===== config.mk =====
export PLATFORM = sky130hd
export DESIGN_NAME = fetch_execute_sequencer
export DESIGN_NICKNAME = d
export VERILOG_FILES = /design/src/rtl/fetch_execute_sequencer_pkg.sv /design/src/rtl/fetch_execute_sequencer_seq_pc_register.sv /design/src/rtl/fetch_execute_sequencer.sv
export SDC_FILE = /design/constraint.sdc
export NUM_CORES = 1
export LEC_CHECK = 0
export BUFFER_PORTS_ARGS = -buffer_cell sky130_fd_sc_hd__buf_2
export CAP_MARGIN = 10
export CELL_PAD_IN_SITES_DETAIL_PLACEMENT = 0
export CELL_PAD_IN_SITES_GLOBAL_PLACEMENT = 1
export CORE_UTILIZATION = 34
export DETAILED_ROUTE_END_ITERATION = 8
export GPL_ROUTABILITY_DRIVEN = 0
export PLACE_DENSITY = 0.85
export SLEW_MARGIN = 5
export SYNTH_ARGS = -nofsm -noshare
export SYNTH_HDL_FRONTEND = slang
export SYNTH_HIERARCHICAL = 1
export SYNTH_SLANG_ARGS = --single-unit

===== constraint.sdc =====
create_clock -name clk -period 6.02 [get_ports clk]
set_input_delay 1.204 -clock clk [delete_from_list [all_inputs] [get_ports clk]]
set_output_delay 1.204 -clock clk [all_outputs]
set_load 0.05 [all_outputs]

===== src/rtl/fetch_execute_sequencer_pkg.sv =====
// rtl/fetch_execute_sequencer_pkg.sv - sequencer state encodings and shared constants
package fetch_execute_sequencer_pkg;

  // Sequencer FSM states
  typedef enum logic [2:0] {
    SEQ_IDLE  = 3'd0,
    SEQ_FETCH = 3'd1,
    SEQ_EXEC  = 3'd2,
    SEQ_MEM   = 3'd3,
    SEQ_WB    = 3'd4,
    SEQ_HALT  = 3'd5
  } seq_state_t;

  // addi x0, x0, 0 - what the instruction register holds before the first fetch
  localparam logic [31:0] NOP_INSTRUCTION = 32'h0000_0013;

  // A control-transfer target must be word aligned
  function automatic logic is_misaligned(input logic [31:0] addr);
    return addr[1:0] != 2'b00;
  endfunction

endpackage


===== src/rtl/fetch_execute_sequencer_seq_pc_register.sv =====
// rtl/fetch_execute_sequencer_seq_pc_register.sv - PC flop, +4 adder, redirect mux and alignment check
module seq_pc_register
  import fetch_execute_sequencer_pkg::*;
#(
  parameter logic [31:0] RESET_PC = 32'h0000_0000
) (
  input  logic        clk,
  input  logic        reset_n,
  input  logic        i_commit,
  input  logic        i_redirect_valid,
  input  logic [31:0] i_redirect_pc,
  output logic [31:0] o_pc,
  output logic [31:0] o_pc_next,
  output logic        o_misaligned
);

  logic [31:0] r_pc;
  logic [31:0] w_target;

  // Sequential PC wraps naturally through the 32-bit adder
  assign o_pc_next    = r_pc + 32'd4;
  assign o_misaligned = i_redirect_valid && is_misaligned(i_redirect_pc);
  assign w_target     = i_redirect_valid ? i_redirect_pc : o_pc_next;
  assign o_pc         = r_pc;

  // PC advances only on commit; a misaligned redirect leaves it pointing at the faulting instruction
  always_ff @(posedge clk or negedge reset_n) begin
    if (!reset_n) begin
      r_pc <= RESET_PC;
    end else if (i_commit && !o_misaligned) begin
      r_pc <= w_target;
    end
  end

endmodule


===== src/rtl/fetch_execute_sequencer.sv =====
// rtl/fetch_execute_sequencer.sv - fetch/exec/mem/wb sequencer over one shared bus; SEQ_RETIRE_COUNT_EN adds retire/stall counters
module fetch_execute_sequencer
  import fetch_execute_sequencer_pkg::*;
#(
  parameter logic [31:0] RESET_PC = 32'h0000_0000,
  parameter int          CNT_W    = 32
) (
  input  logic             clk,
  input  logic             reset_n,
  output logic             mem_req,
  output logic             mem_we,
  output logic [31:0]      mem_addr,
  output logic [31:0]      mem_wdata,
  output logic [2:0]       mem_wlen,
  input  logic [31:0]      mem_rdata,
  input  logic             mem_ready,
  output logic [31:0]      instruction,
  output logic [31:0]      pc,
  output logic [31:0]      pc_next,
  input  logic [31:0]      dp_addr,
  input  logic [31:0]      dp_wdata,
  input  logic [2:0]       dp_wlen,
  input  logic             dp_mem_write,
  input  logic             dp_mem_read,
  output logic [31:0]      load_data,
`ifdef SEQ_RETIRE_COUNT_EN
  output logic [CNT_W-1:0] retired,
  output logic [CNT_W-1:0] stall_cycles,
`endif
  input  logic             redirect_valid,
  input  logic [31:0]      redirect_pc,
  output logic             commit,
  output logic             halted
);

  seq_state_t  r_state;
  seq_state_t  w_next_state;
  logic [31:0] r_instruction;
  logic [31:0] r_load_data;
  logic        w_misaligned;
  logic        w_mem_op;

  // A store takes priority when the datapath asserts both read and write
  assign w_mem_op = dp_mem_read || dp_mem_write;

  seq_pc_register #(
    .RESET_PC (RESET_PC)
  ) u_pc (
    .clk              (clk),
    .reset_n          (reset_n),
    .i_commit         (commit),
    .i_redirect_valid (redirect_valid),
    .i_redirect_pc    (redirect_pc),
    .o_pc             (pc),
    .o_pc_next        (pc_next),
    .o_misaligned     (w_misaligned)
  );

  // State register; async reset drops the bus request combinationally via the state
  always_ff @(posedge clk or negedge reset_n) begin
    if (!reset_n) begin
      r_state <= SEQ_IDLE;
    end else begin
      r_state <= w_next_state;
    end
  end

  // Next-state, bus muxing and commit strobe; bus outputs depend only on state and held inputs
  always_comb begin
    w_next_state = r_state;
    mem_req      = 1'b0;
    mem_we       = 1'b0;
    mem_addr     = pc;
    mem_wdata    = 32'h0;
    mem_wlen     = 3'b000;
    commit       = 1'b0;
    case (r_state)
      SEQ_IDLE: begin
        w_next_state = SEQ_FETCH;
      end
      SEQ_FETCH: begin
        mem_req  = 1'b1;
        mem_addr = pc;
        if (mem_ready) w_next_state = SEQ_EXEC;
      end
      SEQ_EXEC: begin
        if (w_mem_op) begin
          w_next_state = SEQ_MEM;
        end else begin
          commit       = 1'b1;
          w_next_state = w_misaligned ? SEQ_HALT : SEQ_FETCH;
        end
      end
      SEQ_MEM: begin
        mem_req   = 1'b1;
        mem_addr  = dp_addr;
        mem_we    = dp_mem_write;
        mem_wdata = dp_wdata;
        mem_wlen  = dp_wlen;
        if (mem_ready) w_next_state = SEQ_WB;
      end
      SEQ_WB: begin
        commit       = 1'b1;
        w_next_state = w_misaligned ? SEQ_HALT : SEQ_FETCH;
      end
      SEQ_HALT: begin
        w_next_state = SEQ_HALT;
      end
      default: begin
        w_next_state = SEQ_IDLE;
      end
    endcase
  end

  // Capture the fetched instruction and load data on the completing bus beat
  always_ff @(posedge clk or negedge reset_n) begin
    if (!reset_n) begin
      r_instruction <= NOP_INSTRUCTION;
      r_load_data   <= 32'h0;
    end else begin
      if (r_state == SEQ_FETCH && mem_ready) begin
        r_instruction <= mem_rdata;
      end
      if (r_state == SEQ_MEM && mem_ready && dp_mem_read && !dp_mem_write) begin
        r_load_data <= mem_rdata;
      end
    end
  end

  assign instruction = r_instruction;
  assign load_data   = r_load_data;
  assign halted      = (r_state == SEQ_HALT);

`ifdef SEQ_RETIRE_COUNT_EN
  logic [CNT_W-1:0] r_retired;
  logic [CNT_W-1:0] r_stall_cycles;

  // Retired-instruction and bus-stall counters, both free-running with wrap
  always_ff @(posedge clk or negedge reset_n) begin
    if (!reset_n) begin
      r_retired      <= '0;
      r_stall_cycles <= '0;
    end else begin
      if (commit) r_retired <= r_retired + 1'b1;
      if (mem_req && !mem_ready) r_stall_cycles <= r_stall_cycles + 1'b1;
    end
  end

  assign retired      = r_retired;
  assign stall_cycles = r_stall_cycles;
`endif

endmodule


# == Yosys cells after proc, flatten, opt, wreduce, memory -nomap -nowiden ==
# Cells that the tools add are included.
# classes
addsub,1
n_eq_ne,7
n_reduce_logical,13
muxes,13
# ops
operator,count
two-way mux 32 bit,3
adder 32 x 3 -> 32 bit (second input constant),1
case mux 3 bit (6 select lines),1
two-way mux 3 bit,5
equality test 3 x 2 -> 1 bit (second input constant),2
equality test 3 bit (second input constant),2
logical AND 1 bit,6
!= test 2 bit (second input constant),2
equality test 3 x 1 -> 1 bit (second input constant),1
zero test 3 bit,1
two-way mux 1 bit,3
zero test 1 bit,2
case mux 1 bit (2 select lines),1
AND reduction 2 bit,1
nonzero test 2 bit,1
OR reduction 2 bit,1
logical OR 1 bit,1
# totals
out_inout_bits,199
register_bits,99
wordCells,38
in_bits,137

# == Logic depth before layout (Yosys ltp) ==
# depth
depth_word,5
depth_mapped,9
depth_no_buf,7

# == Modules after synthesis ==
# Netlist, hierarchy kept.
# by_module_without_submodules
mod,area_each_um2,instances,seq_area_each_um2,cells_each
fetch_execute_sequencer,3228.1,1,1680.4,237
seq_pc_register,2333.5,1,800.8,283

# == Worst setup path after synthesis ==
# No wires, ideal clock.
# synth_path
path_type,register -> output
from,"register u_pc.r_pc[2], in the netlist u_pc/o_pc[2]"
to,output port pc_next[28]
n_path_buf,1
arrival_time_ns,2.834
required_time_ns,4.816
setup_slack_ns,1.982
stages_incl_launch_ff,7
cell_sequence,dfrtp_1 ha_1 nand3_1 or2_2 clkbuf_4 nor4_4 xor2_1
# synth_between
elab_chain_cells,1
# synth_rtl
item,line_no,source
"start, declared",fetch_execute_sequencer_seq_pc_register.sv:17,logic [31:0] r_pc;
"start signal, assigned",fetch_execute_sequencer_seq_pc_register.sv:31,r_pc <= w_target;
adder 32 x 3 -> 32 bit,fetch_execute_sequencer_seq_pc_register.sv:21,assign o_pc_next = r_pc + 32'd4;
"end, declared",fetch_execute_sequencer.sv:19,"output logic [31:0] pc_next,"
# Every way passes these cells.

# == Final worst setup path ==
# layout_path
from,register r_state[0]
to,output port mem_addr[11]
# layout_between
elab_chain_cells,2
# layout_rtl
item,line_no,source
"start, declared",fetch_execute_sequencer.sv:36,seq_state_t r_state;
"start signal, assigned",fetch_execute_sequencer.sv:64,r_state <= w_next_state;
equality test 3 x 2 -> 1 bit,fetch_execute_sequencer.sv:77,case (r_state)
two-way mux 32 bit,fetch_execute_sequencer.sv:77,
"end, declared",fetch_execute_sequencer.sv:12,"output logic [31:0] mem_addr,"
# Every way passes these cells.

==> results_tabular.tex <==
\begin{tabular}{lr}
\hline
Metric & Value \\
\hline
\multicolumn{2}{l}{\textbf{Outcome}} \\
Result of the run & complete, no violations \\
\multicolumn{2}{l}{\textbf{STA}} \\
Highest clock rate & $\sim$230 MHz \\
Final period util & 0.7085 \\
Setup repair after global routing missed its margin & no \\
Actual transition at the worst max-transition pin & $\sim$1.1 ns \\
Setup skew after layout & roughly 0.0071 ns \\
Max-slew violation total from the final report & 0 \\
Fin. Hold Viols & 0 \\
Final setup violation count & 0 \\
Clock period minus worst slack & roughly 4.3 ns \\
Fin worst setup slack & 1.755 ns \\
Remaining max-slew budget at the tightest pin & 0.2844 \\
Setup TNS & 0 ns \\
\multicolumn{2}{l}{\textbf{Synthesis}} \\
Most frequently used flop master after synthesis & dfrtp\_1 \\
Ranking of synthesized cells by instance count & 96 x dfrtp\_1, 92 x mux2\_2, 44 x and3\_1, 29 x nand2\_1, 24 x o21ai\_0 \\
Syn avg cell area & about 11 sq um \\
Most instantiated library cell after synthesis & dfrtp\_1 \\
Synth Instances & 520 \\
Number of enable flip-flop cells after synthesis & 0 \\
Post-synth top area share & 0.4319 \\
Proportion of synthesized chip area in sequential cells & 0.4461 \\
Number of register bits inferred by synthesis & approximately 100 \\
Most area-hungry cell type in the Yosys netlist & dfrtp\_1 \\
Synthesis Warnings & 6 \\
Cell types occupying the most area after synthesis & dfrtp\_1 43\%, mux2\_2 19\%, and3\_1 4.9\%, xnor2\_1 2.8\%, o21ai\_0 2.2\% \\
Post-Syn Nets & about 660 \\
Share of synthesized registers carrying an async set or reset & 1.000 \\
Synth Cell Area & about 0.0056 sq mm \\
Number of distinct library cells after synthesis & 62 \\
\multicolumn{2}{l}{\textbf{Critical path}} \\
Critical path, cell by cell & inv\_1 -> nor2\_4 -> mux2\_2 -> buf\_2 \\
Worst-path fanout max & 43 \\
Depth of the worst register-to-register path & 7 \\
Family with the most delay on the worst path & flip-flops \\
Register-to-register setup slack & approximately 3.1 ns \\
Buf+Inv Stages, Crit Path & 2 \\
Cell type of the slowest stage on the worst timing path & dfrtp\_1 \\
Kind of capture point of the worst setup path & output pin \\
Launching element type of the critical path & flop \\
WP data arrival & between 3 and 4 ns \\
R2R Path Start & r\_state[2] \\
WS Path Type & reg -> out \\
Critical register-to-register path endpoint & u\_pc/o\_pc[12] \\
Peak per-stage delay on the critical path & around 0.97 ns \\
Data required time at the worst endpoint & just under 5 ns \\
\multicolumn{2}{l}{\textbf{GRT}} \\
Total GRT Usage & 0.2143 \\
Initial antenna violation count & 2 \\
First-pass GRT wire length & about 28000 microns \\
Pin count of the biggest net entering global routing & 59 \\
Overflow left after global routing & 0 \\
Vias in the first global route & 4902 \\
\multicolumn{2}{l}{\textbf{CTS}} \\
Worst-case clock buffer depth & 2 \\
Number of clock sinks seen by CTS & 99 \\
Hold-fix buffers at CTS & 0 \\
H-tree depth reported by CTS & 3 \\
CTS root buffer & clkbuf\_16 \\
CTS tree & built \\
Number of clock buffers inserted by TritonCTS & 9 \\
Clock transition at the registers of the reported paths & 0.07 ns \\
Post-CTS setup buffer count & 0 \\
Number of instances resized during post-cts repair & 0 \\
Clock latency of the later-clocked register in the worst-skew pair & 0.35 ns \\
\multicolumn{2}{l}{\textbf{Route}} \\
Initial drt markers & 229 \\
Average routed wire per standard cell & roughly 17 microns \\
Detailed Routing Iterations Pass 1 & 4 \\
Routed vias/inst & roughly 5.0 \\
Routed wire length & 18320 microns \\
DRC & 0 \\
Post-detailed-route count of antenna-violating nets & 0 \\
Vias & 5290 \\
\multicolumn{2}{l}{\textbf{Run}} \\
Maxcap violations & 0 \\
\multicolumn{2}{l}{\textbf{Floorplan}} \\
Initial core utilization & 0.3488 \\
Core area & around 0.016 sq mm \\
Horizontal die dimension & 129.9 microns \\
Rows & 46 \\
Num ports & roughly 340 \\
Die area & between 0.015 and 0.02 sq mm \\
Vertical extent of the die & 129.9 microns \\
\multicolumn{2}{l}{\textbf{Final layout}} \\
Finished Layout Cells & 1057 \\
Share of final-layout standard cells stronger than drive strength 1 & 0.5614 \\
Final Net Count & 972 \\
Layout area overhead & 37.64\% \\
\multicolumn{2}{l}{\textbf{Worst hold path}} \\
Worst min-delay path category & reg -> reg \\
Source of the worst hold timing path & load\_data[5] \\
Destination of the worst hold path & load\_data[5] \\
Hold Path Cell Cnt & 1 \\
\multicolumn{2}{l}{\textbf{Placement}} \\
Worst setup slack before clock tree synthesis & $\sim$2.1 ns \\
Input/output buffers & approximately 340 \\
Cells after DPL & around 1000 \\
Dpl hpwl & around 14000 microns \\
\hline
\end{tabular}
[area by class of cell]
cell class | instances | area (sq um)
antenna | 2 | 5.005
clock buffer | 9 | 225.2
clock inverter | 7 | 72.57
fill | 1550 | 8288
inverter | 11 | 41.29
multi-input combinational | 372 | 2835
sequential | 99 | 2481
tap | 216 | 270.3
timing repair buffer | 341 | 1724
[how the worst max path moves through the flow]
| stage | from | endpoint | slack, ns | cells past startpoint |
|---|---|---|---|---|
| final | r_state[0] | mem_addr[11] | 1.75 | 4 |
| after global routing | r_state[0] | mem_addr[3] | 1.47 | 4 |
| after CTS | r_state[0] | mem_addr[25] | 1.72 | 4 |
| after detailed placement | r_state[0] | mem_addr[25] | 2.12 | 4 |
| after global placement | r_state[0] | mem_addr[14] | 2.16 | 4 |
| after floorplan | u_pc/o_pc[2] | pc_next[28] | 1.98 | 6 |
[layout by cell type, fill, tap and decap left out, drive strengths merged, types with 4 or more instances in the layout]
cell,instances
nor2b,5
dfrtp,96
and4,4
buf,341
nor4,8
nor2,22
a22oi,4
nand4,8
xor2,10
nand2,29
inv,13
nor3,14
or2,4
clkbuf,9
clkinv,4
and3,44
o311ai,4
a31oi,6
mux2,96
a21oi,18
xnor2,18
nand3,17
o21ai,24
[kinds of logic after synthesis]
family,Yosys count,share of synthesized area
compound gates,77,0.08774
xor+xnor,28,0.04409
fa+ha+maj,1,0.002249
buf+inv,49,0.04657
flops,99,0.4461
mux,99,0.1998
simple gates,167,0.1735
[per-layer routing]
| layer | wire [microns] | up-vias | global-route usage |
|---|---|---|---|
| li1 | - | 2531 | - |
| met4 | 363 | 2 | 0.08413 |
| met5 | 12 | - | 0 |
| met1 | 7892 | 2509 | 0.2822 |
| met2 | 8604 | 224 | 0.3419 |
| met3 | 1451 | 24 | 0.04797 |
[state kept, by name, summed over array words and instances (netlist names)]
register     flops
instruction     32
load_data       32
r_state          3
u_pc/o_pc       32
[stage by stage]
step | utilization | area, sq um | hold slack (ns)
3_3_place_gp | 0.4612 | 7352 | 0.4618
2_1_floorplan | - | 5562 | 0.5258
5_1_grt | 0.4800 | 7652 | 0.5177
3_5_place_dp | 0.4612 | 7352 | 0.4778
6_report | 0.4801 | 7655 | 0.4892
4_1_cts | 0.4798 | 7650 | 0.4939
Power is not shown: default switching activity piles up to over one toggle a cycle in this logic, so the estimate is an artifact.
